### src/rtl/xrv1_pkg.sv
// xrv1_pkg: shared writeback source/request types and the starvation counter width.
package xrv1_pkg;
  localparam int XRV1_XLEN      = 32;
  localparam int XRV1_REG_AW    = 5;
  localparam int XRV1_WB_WAIT_W = 4;
  typedef enum logic [1:0] {WB_SRC_NONE, WB_SRC_ALU, WB_SRC_LSU, WB_SRC_MDU} wb_src_e;
  typedef struct packed {
    logic                   valid;
    logic [XRV1_REG_AW-1:0] rd_addr;
    logic [XRV1_XLEN-1:0]   data;
  } wb_req_t;
endpackage

### src/rtl/xrv1_wb_hold.sv
// xrv1_wb_hold: one-entry result hold with registered ready and a saturating wait counter.
module xrv1_wb_hold
  import xrv1_pkg::*;
(
  input  logic                      clk_i,
  input  logic                      rst_ni,
  input  logic                      valid_i,
  input  logic [XRV1_REG_AW-1:0]    rd_addr_i,
  input  logic [XRV1_XLEN-1:0]      data_i,
  input  logic                      grant_i,
  output logic                      ready_o,
  output wb_req_t                   req_o,
  output logic [XRV1_WB_WAIT_W-1:0] wait_o
);
  logic                      r_v;
  logic [XRV1_REG_AW-1:0]    r_rd;
  logic [XRV1_XLEN-1:0]      r_data;
  logic [XRV1_WB_WAIT_W-1:0] r_wait;
  always_ff @(posedge clk_i or negedge rst_ni) begin
    if (!rst_ni) begin
      r_v    <= 1'b0;
      r_rd   <= '0;
      r_data <= '0;
      r_wait <= '0;
    end else begin
      if (grant_i) r_v <= 1'b0;
      else if (valid_i && !r_v) begin
        r_v    <= 1'b1;
        r_rd   <= rd_addr_i;
        r_data <= data_i;
      end
      r_wait <= grant_i ? '0 : (r_v && !(&r_wait)) ? r_wait + 1'b1 : r_wait;
    end
  end
  assign ready_o = !r_v;
  assign req_o   = '{valid: r_v, rd_addr: r_rd, data: r_data};
  assign wait_o  = r_wait;
endmodule

### src/rtl/xrv1_wb_arb.sv
// xrv1_wb_arb: ALU/LSU/MDU writeback arbiter feeding the RF write port and scoreboard clear.
// Define XRV1_WB_BYPASS_EN to add the same-cycle RF write forwarding ports.
module xrv1_wb_arb
  import xrv1_pkg::*;
#(
  parameter int DATA_WIDTH_P    = XRV1_XLEN,
  parameter int RF_ADDR_WIDTH_P = XRV1_REG_AW,
  parameter int STARVE_MAX_P    = 4,
  localparam int RF_SIZE_LP     = 1 << RF_ADDR_WIDTH_P
) (
  input  logic                       clk_i,
  input  logic                       rst_ni,
  input  logic                       alu_valid_i,
  input  logic [RF_ADDR_WIDTH_P-1:0] alu_rd_addr_i,
  input  logic [DATA_WIDTH_P-1:0]    alu_data_i,
  input  logic                       lsu_valid_i,
  output logic                       lsu_ready_o,
  input  logic [RF_ADDR_WIDTH_P-1:0] lsu_rd_addr_i,
  input  logic [DATA_WIDTH_P-1:0]    lsu_data_i,
  input  logic                       mdu_valid_i,
  output logic                       mdu_ready_o,
  input  logic [RF_ADDR_WIDTH_P-1:0] mdu_rd_addr_i,
  input  logic [DATA_WIDTH_P-1:0]    mdu_data_i,
  output logic                       alu_stall_o,
  output logic                       rd_w_en_o,
  output logic [RF_ADDR_WIDTH_P-1:0] rd_addr_o,
  output logic [DATA_WIDTH_P-1:0]    rd_data_o,
  output logic [RF_SIZE_LP-1:0]      wb_clr_o
`ifdef XRV1_WB_BYPASS_EN
  ,
  input  logic [RF_ADDR_WIDTH_P-1:0] rs0_addr_i,
  input  logic [RF_ADDR_WIDTH_P-1:0] rs1_addr_i,
  output logic                       rs0_fwd_hit_o,
  output logic                       rs1_fwd_hit_o,
  output logic [DATA_WIDTH_P-1:0]    fwd_data_o
`endif
);
  localparam logic [XRV1_WB_WAIT_W-1:0] STARVE_LP = XRV1_WB_WAIT_W'(STARVE_MAX_P);
  wb_req_t                   w_lsu, w_mdu, w_win;
  wb_src_e                   w_src;
  logic [XRV1_WB_WAIT_W-1:0] w_lsu_wait, w_mdu_wait;
  logic                      r_ptr;
  logic                      r_w_en, r_stall;
  logic [RF_ADDR_WIDTH_P-1:0] r_rd;
  logic [DATA_WIDTH_P-1:0]    r_data;
  xrv1_wb_hold u_lsu_hold (
    .clk_i, .rst_ni, .valid_i(lsu_valid_i), .rd_addr_i(lsu_rd_addr_i), .data_i(lsu_data_i),
    .grant_i(w_src == WB_SRC_LSU), .ready_o(lsu_ready_o), .req_o(w_lsu), .wait_o(w_lsu_wait)
  );
  xrv1_wb_hold u_mdu_hold (
    .clk_i, .rst_ni, .valid_i(mdu_valid_i), .rd_addr_i(mdu_rd_addr_i), .data_i(mdu_data_i),
    .grant_i(w_src == WB_SRC_MDU), .ready_o(mdu_ready_o), .req_o(w_mdu), .wait_o(w_mdu_wait)
  );
  // r_ptr low favours the LSU when both holds are waiting
  always_comb begin
    w_src = alu_valid_i ? WB_SRC_ALU :
            (w_lsu.valid && (!w_mdu.valid || !r_ptr)) ? WB_SRC_LSU :
            w_mdu.valid ? WB_SRC_MDU : WB_SRC_NONE;
    w_win = (w_src == WB_SRC_ALU) ? '{valid: 1'b1, rd_addr: alu_rd_addr_i, data: alu_data_i} :
            (w_src == WB_SRC_LSU) ? w_lsu :
            (w_src == WB_SRC_MDU) ? w_mdu : '0;
  end
  always_ff @(posedge clk_i or negedge rst_ni) begin
    if (!rst_ni) begin
      r_w_en  <= 1'b0;
      r_rd    <= '0;
      r_data  <= '0;
      r_ptr   <= 1'b0;
      r_stall <= 1'b0;
    end else begin
      r_w_en  <= w_win.valid && |w_win.rd_addr;
      if (w_win.valid) begin
        r_rd   <= w_win.rd_addr;
        r_data <= w_win.data;
      end
      r_ptr   <= (w_src == WB_SRC_LSU) ? 1'b1 : (w_src == WB_SRC_MDU) ? 1'b0 : r_ptr;
      r_stall <= (w_lsu_wait >= STARVE_LP) || (w_mdu_wait >= STARVE_LP);
    end
  end
  assign alu_stall_o = r_stall;
  assign rd_w_en_o   = r_w_en;
  assign rd_addr_o   = r_rd;
  assign rd_data_o   = r_data;
  assign wb_clr_o    = r_w_en ? {{(RF_SIZE_LP-1){1'b0}}, 1'b1} << r_rd : '0;
`ifdef XRV1_WB_BYPASS_EN
  assign rs0_fwd_hit_o = r_w_en && r_rd == rs0_addr_i && |rs0_addr_i;
  assign rs1_fwd_hit_o = r_w_en && r_rd == rs1_addr_i && |rs1_addr_i;
  assign fwd_data_o    = r_data;
`endif
  a_alu_vs_stall: assert property (@(posedge clk_i) disable iff (!rst_ni) !(alu_valid_i && alu_stall_o));
endmodule

### config.mk
export PLATFORM = sky130hd
export DESIGN_NAME = xrv1_wb_arb
export DESIGN_NICKNAME = d
export VERILOG_FILES = /design/src/rtl/xrv1_pkg.sv /design/src/rtl/xrv1_wb_hold.sv /design/src/rtl/xrv1_wb_arb.sv
export SDC_FILE = /design/constraint.sdc
export NUM_CORES = 1
export LEC_CHECK = 0
export BUFFER_PORTS_ARGS = -buffer_cell sky130_fd_sc_hd__buf_2
export CORE_ASPECT_RATIO = 0.6
export CORE_MARGIN = 2
export CORE_UTILIZATION = 48
export CTS_CLUSTER_SIZE = 14
export DETAILED_ROUTE_END_ITERATION = 8
export GPL_TIMING_DRIVEN = 0
export PLACE_DENSITY = 0.77
export SLEW_MARGIN = 20
export SYNTH_ARGS = -nofsm -noshare
export SYNTH_HDL_FRONTEND = slang
export SYNTH_SLANG_ARGS = --single-unit
### constraint.sdc
create_clock -name clk_i -period 2.45 [get_ports clk_i]
set_clock_uncertainty 0.05 [all_clocks]
set_input_delay 0.1225 -clock clk_i [delete_from_list [all_inputs] [get_ports clk_i]]
set_output_delay 0.1225 -clock clk_i [all_outputs]
set_load 0.02 [all_outputs]
==> flow_metrics.py <==
metrics = {
    "timing": {
        "fin_worst_hold_slack_ns": 0.000291,
        "setup_viol": 0,
        "hold_viol_final": 0,
        "timing_max_transition_violations_final": 0,
        "fmax_mhz": 479,
        "max_slew_margin": 0.544,
        "grt_setup_unrepaired": "false",
        "total_neg_setup_slack_ns": 0,
        "tightestPinTransition_ns": 0.684,
        "final_min_period_over_clock_period": 0.853,
        "period_needed_ns": 2.09,
    },
    "synth": {
        "synth.yosys.seq_area_share": 0.577,
        "dominantRegCellSynth": "sky130_fd_sc_hd__dfrtp_1",
        "synthesis.instances": 457,
        "syn-num-nets": 575,
        "fraction_of_registers_with_async_set_or_reset_after_synthesis": 1.00,
        "mappedNetlistArea_um2": 5380,
        "synth_warnings": 0,
        "ys_seq_elements": 124,
        "synthesis.area_per_instance_um2": 11.8,
        "synth.distinct_cells": 36,
        "synth_enable_flop_cells": 0,
    },
    "floorplanning": {
        "die_area_um2": 12100,
        "initial_utilization": 0.500,
        "die_w_um": 141,
        "fp-row-count": 29,
        "core-area_um2": 10700,
        "ioPinCount": 189,
        "chipHeight_um": 86.0,
    },
    "placement": {
        "post-dp-hpwl_um": 11600,
        "buffer_ports.inserted": 188,
        "routabilityCongestion": 0.948,
        "post_detailed_placement_cell_area_um2": 6520,
    },
    "worst_setup_path": {
        "r2r.worst_path.cells": 4,
        "critPathCaptureType": "primary output",
        "worst-path-max-fanout": 10,
        "r2r_start": "u_mdu_hold.r_v",
        "r2r_slack_ns": 0.64,
        "cp.arrival_ns": 1.92,
        "start_kind": "flip-flop",
        "timing.critical_path.required_ns": 2.28,
        "end_of_the_worst_register_to_register_path": "u_mdu_hold.r_data[16]",
        "path_class": "flip-flop to primary output",
        "cp-endpoint": "wb_clr_o[15]",
        "cp-startpoint": "rd_addr_o[3]",
    },
    "clock_tree": {
        "cts.root.buffer_cell": "sky130_fd_sc_hd__clkbuf_16",
        "cts.clk_slew.worst_paths_ns": 0.06,
        "tritoncts": "built",
        "clock_latency_ns": 0.42,
        "tritoncts_num_sinks": 124,
        "cts_inserted_buffers": 17,
        "h_tree_levels": 4,
        "post-cts-setup-buffers": 0,
        "clk_path_buf_depth": 2,
    },
    "route": {
        "detailedRoute.firstPassIterationCount": 5,
        "wirelength_um": 17900,
        "drt_drc_violations_left": 0,
        "ant_nets": 0,
        "first_iter_violations": 407,
        "wire_per_inst_um": 19.3,
        "number_of_vias_per_cell_after_detailed_routing": 5.64,
        "routed-via-count": 5208,
    },
    "cells_and_area": {
        "drive_gt1_frac": 0.402,
        "nNetsFinal": 889,
        "stdcell_area_um2": 8190,
        "area_delta_synth_final_pct": 52.3,
    },
    "flow_run": {
        "max_cap_violations": 0,
    },
    "global_route": {
        "grt.met2_usage": 0.516,
        "highest_utilization_routing_layer_at_the_global_route_stage": "met2",
        "global_route_wire_length_before_repair_um": 27900,
        "grtUsageMet3": 0.0715,
        "track_usage": 0.302,
        "number_of_antenna_violations_at_the_first_check_in_global_routing": 1,
        "grt_overflow_total": 0,
        "via_count_of_the_first_global_routing_pass": 5390,
        "grt_max_degree": 78,
        "gr-usage-met1": 0.376,
    },
    "worst_hold_path": {
        "worst_hold_path_type": "primary input to flip-flop",
    },
    "power": {
        "worst_ir_drop_vdd_mv": 0.766,
        "power_density_nw_per_um2": 1250,
        "static-leakage-power_uw": 0.00374,
    },
    "run_status": {
        "run_status": "finished clean",
    },
}
[flip-flops by register name, summed over array words and instances (netlist names)]
register and cells:
alu_stall_o 1, r_ptr 1, rd_addr_o 5, rd_data_o 32, rd_w_en_o 1, u_lsu_hold.r_data 32, u_lsu_hold.r_rd 5, u_lsu_hold.r_v 1
u_lsu_hold.wait_o 4, u_mdu_hold.r_data 32, u_mdu_hold.r_rd 5, u_mdu_hold.r_v 1, u_mdu_hold.wait_o 4
[synth_stat cells (2+ instances only)]
cell	n	area [µm²]
sky130_fd_sc_hd__ha_1	2	25.0
sky130_fd_sc_hd__nor2_1	29	109
sky130_fd_sc_hd__and2_1	2	12.5
sky130_fd_sc_hd__o22ai_1	64	400
sky130_fd_sc_hd__nand2_1	20	75.1
sky130_fd_sc_hd__o2bb2ai_1	2	17.5
sky130_fd_sc_hd__nand3_1	9	45.0
sky130_fd_sc_hd__buf_1	3	11.3
sky130_fd_sc_hd__mux2_2	74	833
sky130_fd_sc_hd__buf_4	5	37.5
sky130_fd_sc_hd__a21oi_1	37	185
sky130_fd_sc_hd__nand4b_1	3	26.3
sky130_fd_sc_hd__o21ai_0	4	20.0
sky130_fd_sc_hd__buf_2	13	65.1
sky130_fd_sc_hd__nor2b_1	3	18.8
sky130_fd_sc_hd__dfrtp_1	124	3100
sky130_fd_sc_hd__nand2b_1	11	68.8
sky130_fd_sc_hd__nand3b_1	3	22.5
sky130_fd_sc_hd__a31oi_1	2	12.5
sky130_fd_sc_hd__nand4_1	2	12.5
sky130_fd_sc_hd__nor3_1	11	55.1
sky130_fd_sc_hd__or3_1	2	12.5
sky130_fd_sc_hd__inv_1	3	11.3
sky130_fd_sc_hd__a221o_1	2	20.0
sky130_fd_sc_hd__clkbuf_1	11	41.3
sky130_fd_sc_hd__a22o_1	2	17.5
sky130_fd_sc_hd__xor2_1	4	35.0
sky130_fd_sc_hd__nor4_1	2	12.5
[final cells by class]
| class | instances | area, µm² |
|---|---|---|
| fillers | 705 | 2550 |
| inverters | 3 | 11.3 |
| clock inverters | 14 | 173 |
| diodes | 1 | 2.50 |
| plain buffers | 33 | 166 |
| multi-input cells | 297 | 2090 |
| flip-flops and latches | 124 | 3100 |
| well taps | 139 | 174 |
| repair buffers | 295 | 2040 |
| clock buffers | 17 | 425 |
[worst min path at each step]
stage          slack [ns]                   end  cells after the start            from
5_1_grt              0.02         rd_data_o[19]                      3  alu_data_i[19]
3_5_place_dp         0.03    u_mdu_hold.r_rd[1]                      1          rst_ni
4_1_cts             0.002         rd_data_o[13]                      3  alu_data_i[13]
3_3_place_gp         0.30  u_mdu_hold.r_data[9]                      2   mdu_data_i[9]
2_1_floorplan       -0.22           alu_stall_o                      0          rst_ni
6_report           0.0003         rd_data_o[13]                      3  alu_data_i[13]
[layout by cell type (no fill, tap or decap), drive strengths merged]
master,count
nand4b,3
mux2,74
a32oi,1
or4,1
o21ai,4
a21oi,37
buf,211
o21a,1
nor3,11
xor2,4
clkinv,8
a22o,2
nand3b,3
and2,2
nand2,21
nor2b,3
o2bb2ai,2
nand4,2
clkbuf,28
bufinv,3
nor4,2
inv,4
dlygate4sd3,106
o22ai,64
dfrtp,124
nand3,9
o21bai,1
nand2b,11
nor2,29
clkinvlp,2
a22oi,1
or3,2
a31oi,2
a221o,2
ha,2
diode,1
a21boi,1
[worst max-delay path, stage by stage, from the launching register on]
cell	delay, ns
sky130_fd_sc_hd__dfrtp_1	0.33
sky130_fd_sc_hd__clkbuf_1	0.31
sky130_fd_sc_hd__clkbuf_1	0.39
sky130_fd_sc_hd__nand4b_1	0.17
sky130_fd_sc_hd__nor2_1	0.13
sky130_fd_sc_hd__buf_2	0.17
[cell families after synthesis]
kind of cell / after synthesis / share of synthesized area
buffers and inverters: 36 / 0.0331
flip-flops: 124 / 0.577
AND/OR/NAND/NOR: 99 / 0.0901
AO/OA/AOI/OAI: 118 / 0.133
multiplexers: 74 / 0.155
XOR/XNOR: 4 / 0.00652
adder cells (fa/ha/maj): 2 / 0.00465
[routing by layer]
metal  share of wire  vias to the layer above  wire length [µm]
li1                -                     2321                 -
met1            0.40                     2544              7230
met2            0.49                      302              8810
met3           0.079                       41              1410
met4           0.023                        0               410
met5               0                        -                 0
[per-stage QoR]
| step | utilization | cells | setup WS (ns) | power, µW |
|---|---|---|---|---|
| finish | 0.762 | 923 | 0.361 | 10200 |
| global route | 0.762 | 923 | 0.256 | 10700 |
| CTS | 0.762 | 922 | 0.356 | 10100 |
| detailed placement | 0.607 | 785 | 0.728 | 7450 |
| global placement | 0.604 | 784 | -0.273 | 7250 |
| floorplan | - | 457 | 0.748 | 6170 |
[where the power goes]
part | internal, µW | total, µW | switching, µW
logic | 1740 | 3990 | 2240
clock network | 1600 | 2550 | 955
registers | 3050 | 3700 | 651
total | 6380 | 10200 | 3850
[timing repair]
item,in CTS,in global routing
endpoints found under the hold margin,153,0
gates resized for setup,0,0
hold buffers,106,0
Power figures use the tool's default switching activity.
